`config.mk`:
```
export PLATFORM = sky130hd
export DESIGN_NAME = repeat_step_counter_flat
export DESIGN_NICKNAME = d
export VERILOG_FILES = /design/src/rtl/repeat_step_counter_if.sv /design/src/rtl/repeat_step_counter.sv /design/src/flat_wrapper.sv
export SDC_FILE = /design/constraint.sdc
export NUM_CORES = 1
export LEC_CHECK = 0
export BUFFER_PORTS_ARGS = -buffer_cell sky130_fd_sc_hd__buf_2
export CORE_MARGIN = 2
export CORE_UTILIZATION = 55
export CTS_CLUSTER_DIAMETER = 60
export DETAILED_ROUTE_END_ITERATION = 8
export PLACE_DENSITY_LB_ADDON = 0.08
export SYNTH_ARGS = -nofsm -noshare
export SYNTH_HDL_FRONTEND = slang
export SYNTH_SLANG_ARGS = --single-unit
```
`constraint.sdc`:
```
create_clock -name Clock -period 5.2 [get_ports Clock]
set_input_delay 0.26 -clock Clock [delete_from_list [all_inputs] [get_ports Clock]]
set_output_delay 0.26 -clock Clock [all_outputs]
set_load 0.01 [all_outputs]
```
`src/rtl/repeat_step_counter_if.sv`:
```
// Control and status bundle for repeat_step_counter: level step requests, sign
// toggle, load strobe in; counter value and flags out.
interface repeat_step_counter_if #(
    parameter int Size = 5
);
    logic            Up;
    logic            Down;
    logic            Signe;
    logic            Load;
    logic [Size-1:0] LoadValue;
    logic [Size-2:0] Step;
    logic [Size-1:0] Data;
    logic            SigneBit;
    logic            AtMax;
    logic            AtMin;
    logic            Changed;

    modport master (
        output Up, Down, Signe, Load, LoadValue, Step,
        input  Data, SigneBit, AtMax, AtMin, Changed
    );

    modport slave (
        input  Up, Down, Signe, Load, LoadValue, Step,
        output Data, SigneBit, AtMax, AtMin, Changed
    );
endinterface

```
`src/rtl/repeat_step_counter.sv`:
```
// Up/down step counter with press-and-hold auto-repeat, in unsigned
// (saturating or wrapping) or sign-magnitude form.
//
// state  | meaning
// IDLE   | no direction held; a fresh Up xor Down steps at once
// HOLD   | direction held, waiting out the initial repeat delay
// REPEAT | direction still held, stepping every RepeatPeriod cycles
module repeat_step_counter #(
    parameter int    Size         = 5,
    parameter string Signed       = "No",
    parameter string Wrap         = "No",
    parameter int    RepeatDelay  = 8,
    parameter int    RepeatPeriod = 3
) (
    input logic                   Clock,
    input logic                   Reset,
    repeat_step_counter_if.slave  bus
);
    localparam bit SmEn   = (Signed == "Yes");
    localparam bit WrapEn = (Wrap == "Yes") && !SmEn;
    localparam int CntTop = (RepeatDelay > RepeatPeriod) ? RepeatDelay : RepeatPeriod;
    localparam int CW     = (CntTop > 2) ? $clog2(CntTop) : 1;

    localparam logic [CW-1:0]   DelayLd  = CW'(RepeatDelay - 1);
    localparam logic [CW-1:0]   PeriodLd = CW'(RepeatPeriod - 1);
    localparam logic [CW-1:0]   CntOne   = CW'(1);
    localparam logic [Size-1:0] MaxCode  = SmEn ? {1'b0, {(Size-1){1'b1}}} : {Size{1'b1}};
    localparam logic [Size-1:0] MinCode  = SmEn ? {Size{1'b1}} : {Size{1'b0}};

    typedef enum logic [1:0] {IDLE, HOLD, REPEAT} state_t;

    state_t          state_q, state_d;
    logic [CW-1:0]   cnt_q, cnt_d;
    logic            dir_q, dir_d;
    logic [Size-1:0] data_q, data_d;
    logic            changed_q, changed_d;
    logic            signe_q, signe_d;

    logic            req, do_step, sign_rise;
    logic [Size:0]   sum_u, dif_u;
    logic [Size-1:0] step_u;
    logic [Size-2:0] mag, mag_new;
    logic [Size-1:0] sum_m;
    logic            sign_new, grow;
    logic [Size-1:0] step_sm, load_norm;

    always_comb begin
        state_d   = state_q;
        cnt_d     = cnt_q;
        dir_d     = dir_q;
        do_step   = 1'b0;
        req       = bus.Up ^ bus.Down;
        signe_d   = bus.Signe;
        sign_rise = bus.Signe & ~signe_q;

        case (state_q)
            IDLE: begin
                if (req) begin
                    do_step = 1'b1;
                    state_d = HOLD;
                    cnt_d   = DelayLd;
                    dir_d   = bus.Up;
                end
            end
            default: begin
                if (!req || (bus.Up != dir_q)) begin
                    state_d = IDLE;
                    cnt_d   = '0;
                end else if (cnt_q == '0) begin
                    do_step = 1'b1;
                    state_d = REPEAT;
                    cnt_d   = PeriodLd;
                end else begin
                    cnt_d = cnt_q - CntOne;
                end
            end
        endcase

        // Unsigned arithmetic with one guard bit to detect overflow/underflow.
        sum_u = {1'b0, data_q} + {2'b0, bus.Step};
        dif_u = {1'b0, data_q} - {2'b0, bus.Step};
        if (dir_d) begin
            step_u = (sum_u[Size] && !WrapEn) ? {Size{1'b1}} : sum_u[Size-1:0];
        end else begin
            step_u = (dif_u[Size] && !WrapEn) ? {Size{1'b0}} : dif_u[Size-1:0];
        end

        // Sign-magnitude: moving away from zero grows the magnitude (clamped),
        // moving towards zero shrinks it and may cross to the other sign.
        mag   = data_q[Size-2:0];
        grow  = dir_d ^ data_q[Size-1];
        sum_m = {1'b0, mag} + {1'b0, bus.Step};
        if (grow) begin
            mag_new  = sum_m[Size-1] ? {(Size-1){1'b1}} : sum_m[Size-2:0];
            sign_new = data_q[Size-1];
        end else if (bus.Step <= mag) begin
            mag_new  = mag - bus.Step;
            sign_new = data_q[Size-1] && (mag_new != '0);
        end else begin
            mag_new  = bus.Step - mag;
            sign_new = ~data_q[Size-1];
        end
        step_sm = {sign_new, mag_new};

        load_norm = (SmEn && (bus.LoadValue[Size-2:0] == '0)) ? '0 : bus.LoadValue;

        data_d = data_q;
        if (bus.Load) begin
            data_d  = load_norm;
            state_d = IDLE;
            cnt_d   = '0;
        end else if (SmEn && sign_rise && (mag != '0)) begin
            data_d = {~data_q[Size-1], mag};
        end else if (do_step) begin
            data_d = SmEn ? step_sm : step_u;
        end
        changed_d = (data_d != data_q);
    end

    always_ff @(posedge Clock) begin
        if (Reset) begin
            state_q   <= IDLE;
            cnt_q     <= '0;
            dir_q     <= 1'b0;
            data_q    <= '0;
            changed_q <= 1'b0;
            signe_q   <= 1'b0;
        end else begin
            state_q   <= state_d;
            cnt_q     <= cnt_d;
            dir_q     <= dir_d;
            data_q    <= data_d;
            changed_q <= changed_d;
            signe_q   <= signe_d;
        end
    end

    assign bus.Data     = data_q;
    assign bus.SigneBit = SmEn ? data_q[Size-1] : 1'b0;
    assign bus.AtMax    = (data_q == MaxCode);
    assign bus.AtMin    = (data_q == MinCode);
    assign bus.Changed  = changed_q;
endmodule

```
`src/flat_wrapper.sv`:
```
// flat-port wrapper written by rule: the top's interface ports become plain ports
module repeat_step_counter_flat 
#(
    parameter int    Size         = 5,
    parameter string Signed       = "  ",
    parameter string Wrap         = "  ",
    parameter int    RepeatDelay  = 8,
    parameter int    RepeatPeriod = 3
)
  (Clock, Reset, bus_Up, bus_Down, bus_Signe, bus_Load, bus_LoadValue, bus_Step, bus_Data, bus_SigneBit, bus_AtMax, bus_AtMin, bus_Changed);
  repeat_step_counter_if #(.Size(Size)) bus_i ();
  input logic Clock;
  input logic Reset;
  input wire logic [$bits(bus_i.Up)-1:0] bus_Up;
  input wire logic [$bits(bus_i.Down)-1:0] bus_Down;
  input wire logic [$bits(bus_i.Signe)-1:0] bus_Signe;
  input wire logic [$bits(bus_i.Load)-1:0] bus_Load;
  input wire logic [$bits(bus_i.LoadValue)-1:0] bus_LoadValue;
  input wire logic [$bits(bus_i.Step)-1:0] bus_Step;
  output wire logic [$bits(bus_i.Data)-1:0] bus_Data;
  output wire logic [$bits(bus_i.SigneBit)-1:0] bus_SigneBit;
  output wire logic [$bits(bus_i.AtMax)-1:0] bus_AtMax;
  output wire logic [$bits(bus_i.AtMin)-1:0] bus_AtMin;
  output wire logic [$bits(bus_i.Changed)-1:0] bus_Changed;
  assign bus_i.Up = bus_Up;
  assign bus_i.Down = bus_Down;
  assign bus_i.Signe = bus_Signe;
  assign bus_i.Load = bus_Load;
  assign bus_i.LoadValue = bus_LoadValue;
  assign bus_i.Step = bus_Step;
  assign bus_Data = bus_i.Data;
  assign bus_SigneBit = bus_i.SigneBit;
  assign bus_AtMax = bus_i.AtMax;
  assign bus_AtMin = bus_i.AtMin;
  assign bus_Changed = bus_i.Changed;
  repeat_step_counter #(.Size(Size), .Signed(Signed), .Wrap(Wrap), .RepeatDelay(RepeatDelay), .RepeatPeriod(RepeatPeriod)) u_core (.Clock(Clock), .Reset(Reset), .bus(bus_i));
endmodule
```
; ---- Word level (Yosys, flattened, before mapping)
; Index checks and enable logic that the tools add are counted.
[op_classes]
n_addsub = 3
n_eq_ne = 4
mux = 19
bitwise = 1
n_reduce_logical = 8
[op_table]
columns = op, count
row1 = $mux W5, 5
row2 = $mux W3, 4
row3 = $mux W2, 4
row4 = $add A5 B4 Y6, 1
row5 = $mux W1, 6
row6 = $sub A5 B4 Y6, 1
row7 = $eq A5 B5 Y1 const B, 1
row8 = $logic_not A5 Y1, 1
row9 = $ne A5 B5 Y1, 1
row10 = $logic_not A3 Y1, 1
row11 = $reduce_bool A3 Y1, 1
row12 = $sub A3 B1 Y3 const B, 1
row13 = $logic_not A2 Y1, 1
row14 = $ne A2 B1 Y1 const B, 1
row15 = $reduce_and A2 Y1, 1
row16 = $reduce_or A2 Y1, 1
row17 = $logic_not A1 Y1, 1
row18 = $logic_or A1 B1 Y1, 1
row19 = $ne A1 B1 Y1, 1
row20 = $xor A1 B1 Y1, 1
[totals]
ff_bits = 12
out_inout_bits = 9
word_cells = 40

; ---- Longest topological paths before layout
[depth]
word_depth = 8
ltp_mapped = 10
ltp_nobuf = 10

; ---- Least setup slack after synthesis
; No wires, ideal clock.
[synth_path]
kind = register to register
start = register u_core.data_q[0], in the netlist u_core.bus.Data[0]
end = register u_core.changed_q, in the netlist u_core.bus.Changed
setup_ns = 0.126
arrival_ns = 2.300
required_time_ns = 5.074
path_slack_ns = 2.773
stages_incl_launch_ff = 11
synth_period_minus_slack_ns = 2.427
path_cell_list = dfxtp_1 inv_1 ha_1 fa_1 nor2b_1 o21a_1 or3_1 o221ai_1 a311o_1 nor4b_2 a211oi_1
[synth_via]
elab_chain_len = 6
elab_cells_between_ends = 8
cone_classes = add/sub: 2 / eq/ne: 1 / mux: 5
[synth_lines]
columns = item, line
row1 = from (decl), repeat_step_counter.sv:35  ; logic [Size-1:0] data_q, data_d;
row2 = from (signal assigned), repeat_step_counter.sv:132  ; data_q <= data_d;
row3 = $sub A5 B4 Y6 / $add A5 B4 Y6 (equally long branches), "repeat_step_counter.sv:81, repeat_step_counter.sv:80"
row4 = $mux W5 (on tied branches), "repeat_step_counter.sv:85, repeat_step_counter.sv:83"
row5 = $mux W5, repeat_step_counter.sv:82  ; if (dir_d) begin
row6 = $mux W5, repeat_step_counter.sv:114  ; end else if (do_step) begin
row7 = $mux W5, repeat_step_counter.sv:108  ; if (bus.Load) begin
row8 = $ne A5 B5 Y1 (*), repeat_step_counter.sv:117  ; changed_d = (data_d != data_q);
row9 = to (signal assigned), repeat_step_counter.sv:133  ; changed_q <= changed_d;
row10 = to (decl), repeat_step_counter.sv:36  ; logic changed_q, changed_d;
; Mark *: on every way between the ends. The rest lies on a longest branch, timed or not.
; A chain may end at the register's enable or synchronous reset.

; ---- Worst setup path after layout
; Ends and elaborated chain as after synthesis.

==> impl_metrics.ini <==
[run_status]
status = finished clean

[final_layout]
area_growth_pct = 9.20
seq_area_um2 = 240
stdcell_count = 211
diodes = 0
fin_nets = 211
fin_area_um2 = 1430
drive_above_1_share = 0.213
fillers = 217
multi_input_area_um2 = 967
utilization = 0.638

[global_routing]
antenna_found_initial = 0
grt_max_degree = 14
grt_pass1_wl_mm = 5.03
grt_overflow_total = 0
grt_pass1_vias = 1148
grt_use_total = 0.245

[route]
firstDrtPassIters = 4
viasPerCell = 6.01
wl_met3_um = 184
ant_nets = 0
top_layer = met4
wl_met2_mm = 1.36
dr.first_iter.drc_count = 28
drc = 0
avgRoutedWirePerCell_um = 14.2
vias = 1268
met1_length_mm = 1.39
drt-total-wl_mm = 2.99

[sta]
slew_viol_final = 0
whs_ns = 0.235
clock.fmax_mhz = 387
final-hold-violation-count = 0
clock_skew_ns = 0.00574
finalSetupViolCount = 0
period_needed_ns = 2.59
rsz0062_at_grt = no
finalSetupTns_ns = 0
period_share = 0.497

[worst_setup_path]
crit_arrival_ns = 2.76
rr_worst_depth = 9
crit_path_top_delay_cell = fa_1
slowest_delay_ns = 0.41
crit_type = reg -> reg
path_cells = ha_1 > fa_1 > nand2b_1 > a21oi_1 > or2_2 > or2_1 > a311o_1 > nor4b_2 > a211oi_1
critPathLaunch = u_core.bus.Data[0]$_SDFF_PP0_
ff2ff_setup_slack_ns = 2.61
rr_startpoint = u_core.bus.Data[0]$_SDFF_PP0_
crit_end = u_core.bus.Changed$_SDFF_PP0_
start_kind = flip-flop
reg2reg_to = u_core.bus.Changed$_SDFF_PP0_
crit_path_max_fanout = 8
cp.required_ns = 5.38
worstSetupEndpointType = flip-flop

[placed_design]
dpl_cell_area_um2 = 1390
port_buffers = 21
placed_cells = 207
globalplace.congestion = 0.849
dp_hpwl_mm = 2.37

[yosys]
async_flop_share = 0
synth_xor_area_frac = 0.0403
synth_top_area_cell = dfxtp_1
synth_area_leaders = dfxtp_1, ha_1, nor3_1
syn-instance-count = 165
seq_area_frac_synth = 0.184
synth_fa_ha_area_frac = 0.127
synth.net_count = 192
synth_top_family_by_area = compound AO/OA/AOI/OAI gates
synth_area_per_cell_um2 = 7.91
synthSimpleGateAreaFrac = 0.283
synth_flop_cell = dfxtp_1
ys_warn_count = 0
synthMuxAreaShare = 0
synth.distinct_cells = 53
synth_edf_count = 0
synth_area_um2 = 1310
ys_ff_latch = 12
synth-compound-area-share = 0.289
yosys.area.top_type_share = 0.184

[die]
start_util = 0.584
pin_count = 24
die_h_um = 52.7
fp-row-count = 17
die_area_um2 = 2780
die_x_um = 52.7
core-area_um2 = 2230

[pwr]
p_per_area_nw_per_um2 = 227
leakage_nw = 0.606
vdd_drop_max_mv = 0.212

[job]
max_cap_violations = 0

[clocking]
clockRootBuffer = clkbuf_4
cts-buffers-inserted = 3
cts_tree = done
clkTransAtPathRegs_ns = 0.08
ctsResizeCount = 0
htreeDepth = 1
cts_setup_buffers = 0
cts_hold_buf = 0
clock_latency_ns = 0.29
cts_sinks = 12
cts_max_path_buffers = 2

[hold_path]
hold_depth = 2
holdCritPathClass = in -> reg
through the flow:
stage	total power [mW]	worst slack (ns)
detailed placement	0.246	2.62
global placement	0.242	2.64
CTS	0.322	2.61
global route	0.343	2.39
floorplan	0.215	2.77
finish	0.323	2.61
flip-flops by register name, summed over array words and instances (netlist names):
name,flops
u_core.state_q,2
u_core.bus.Data,5
u_core.bus.Changed,1
u_core.dir_q,1
u_core.cnt_q,3
cells in the final DEF, fill, tap and decap left out, drive strengths merged, types with 6 or more instances in the layout:
cell / synthesis / final
nor2: 13 / 13
buf: 5 / 21
inv: 11 / 11
a21oi: 10 / 10
ha: 10 / 10
dfxtp: 12 / 12
nor3: 12 / 12
nand2: 12 / 12
o21ai: 10 / 10
nor2b: 6 / 6
critical path: cells and delay by family, from the launching register on:
family | cells | cell delay [ns]
flops | 1 | 0.39
compound gates | 3 | 0.53
simple gates | 4 | 0.87
fa+ha+maj | 2 | 0.67
logic make-up after synthesis:
logic type | Yosys count
compound gates | 50
xor+xnor | 6
fa+ha+maj | 12
buf+inv | 18
flops | 12
other cells | 1
simple gates | 66
layer usage:
metal | vias up | GRT usage
met3 | 7 | 0.0314
li1 | 639 | -
met4 | 0 | 0.115
met5 | - | 0
met1 | 575 | 0.332
met2 | 47 | 0.381
cells in the mapped netlist (all sizes together), types with 2 or more instances:
cell and number:
a211oi 2, a21o 2, a21oi 10, buf 5
clkbuf 2, dfxtp 12, fa 2, ha 10
inv 11, nand2 12, nand2b 3, nand3 5
nand3b 2, nor2 13, nor2b 6, nor3 12
nor3b 4, o211ai 2, o21a 5, o21ai 10
o221ai 2, o31a 4, or2 3, xnor2 2
xor2 4
worst min path at each step:
stage                                       startpoint  slack (ns)                       endpoint
after floorplan                       bus_LoadValue[4]        0.40  u_core.bus.Data[4]$_SDFF_PP0_
after global placement    u_core.cnt_q[0]$_SDFFE_PP0P_        0.53   u_core.cnt_q[0]$_SDFFE_PP0P_
after detailed placement                         Reset        0.54  u_core.bus.Data[0]$_SDFF_PP0_
after CTS                                        Reset        0.24  u_core.bus.Data[4]$_SDFF_PP0_
after global routing                             Reset        0.25  u_core.bus.Data[0]$_SDFF_PP0_
final                                            Reset        0.24  u_core.bus.Data[4]$_SDFF_PP0_
layout make-up:
cell class / count / area share
clock buffer: 4 / 0.0255
tap: 28 / 0.0246
sequential: 12 / 0.169
inverter: 11 / 0.0290
timing repair buffer: 21 / 0.0737
multi-input combinational: 135 / 0.679
power by group:
group          total (mW)  switching, mW  internal [mW]
Sequential          0.112         0.0132         0.0991
Clock              0.0772         0.0345         0.0427
Combinational       0.133         0.0745         0.0590
Total               0.323          0.122          0.201
(Power assumes the default switching activity.)
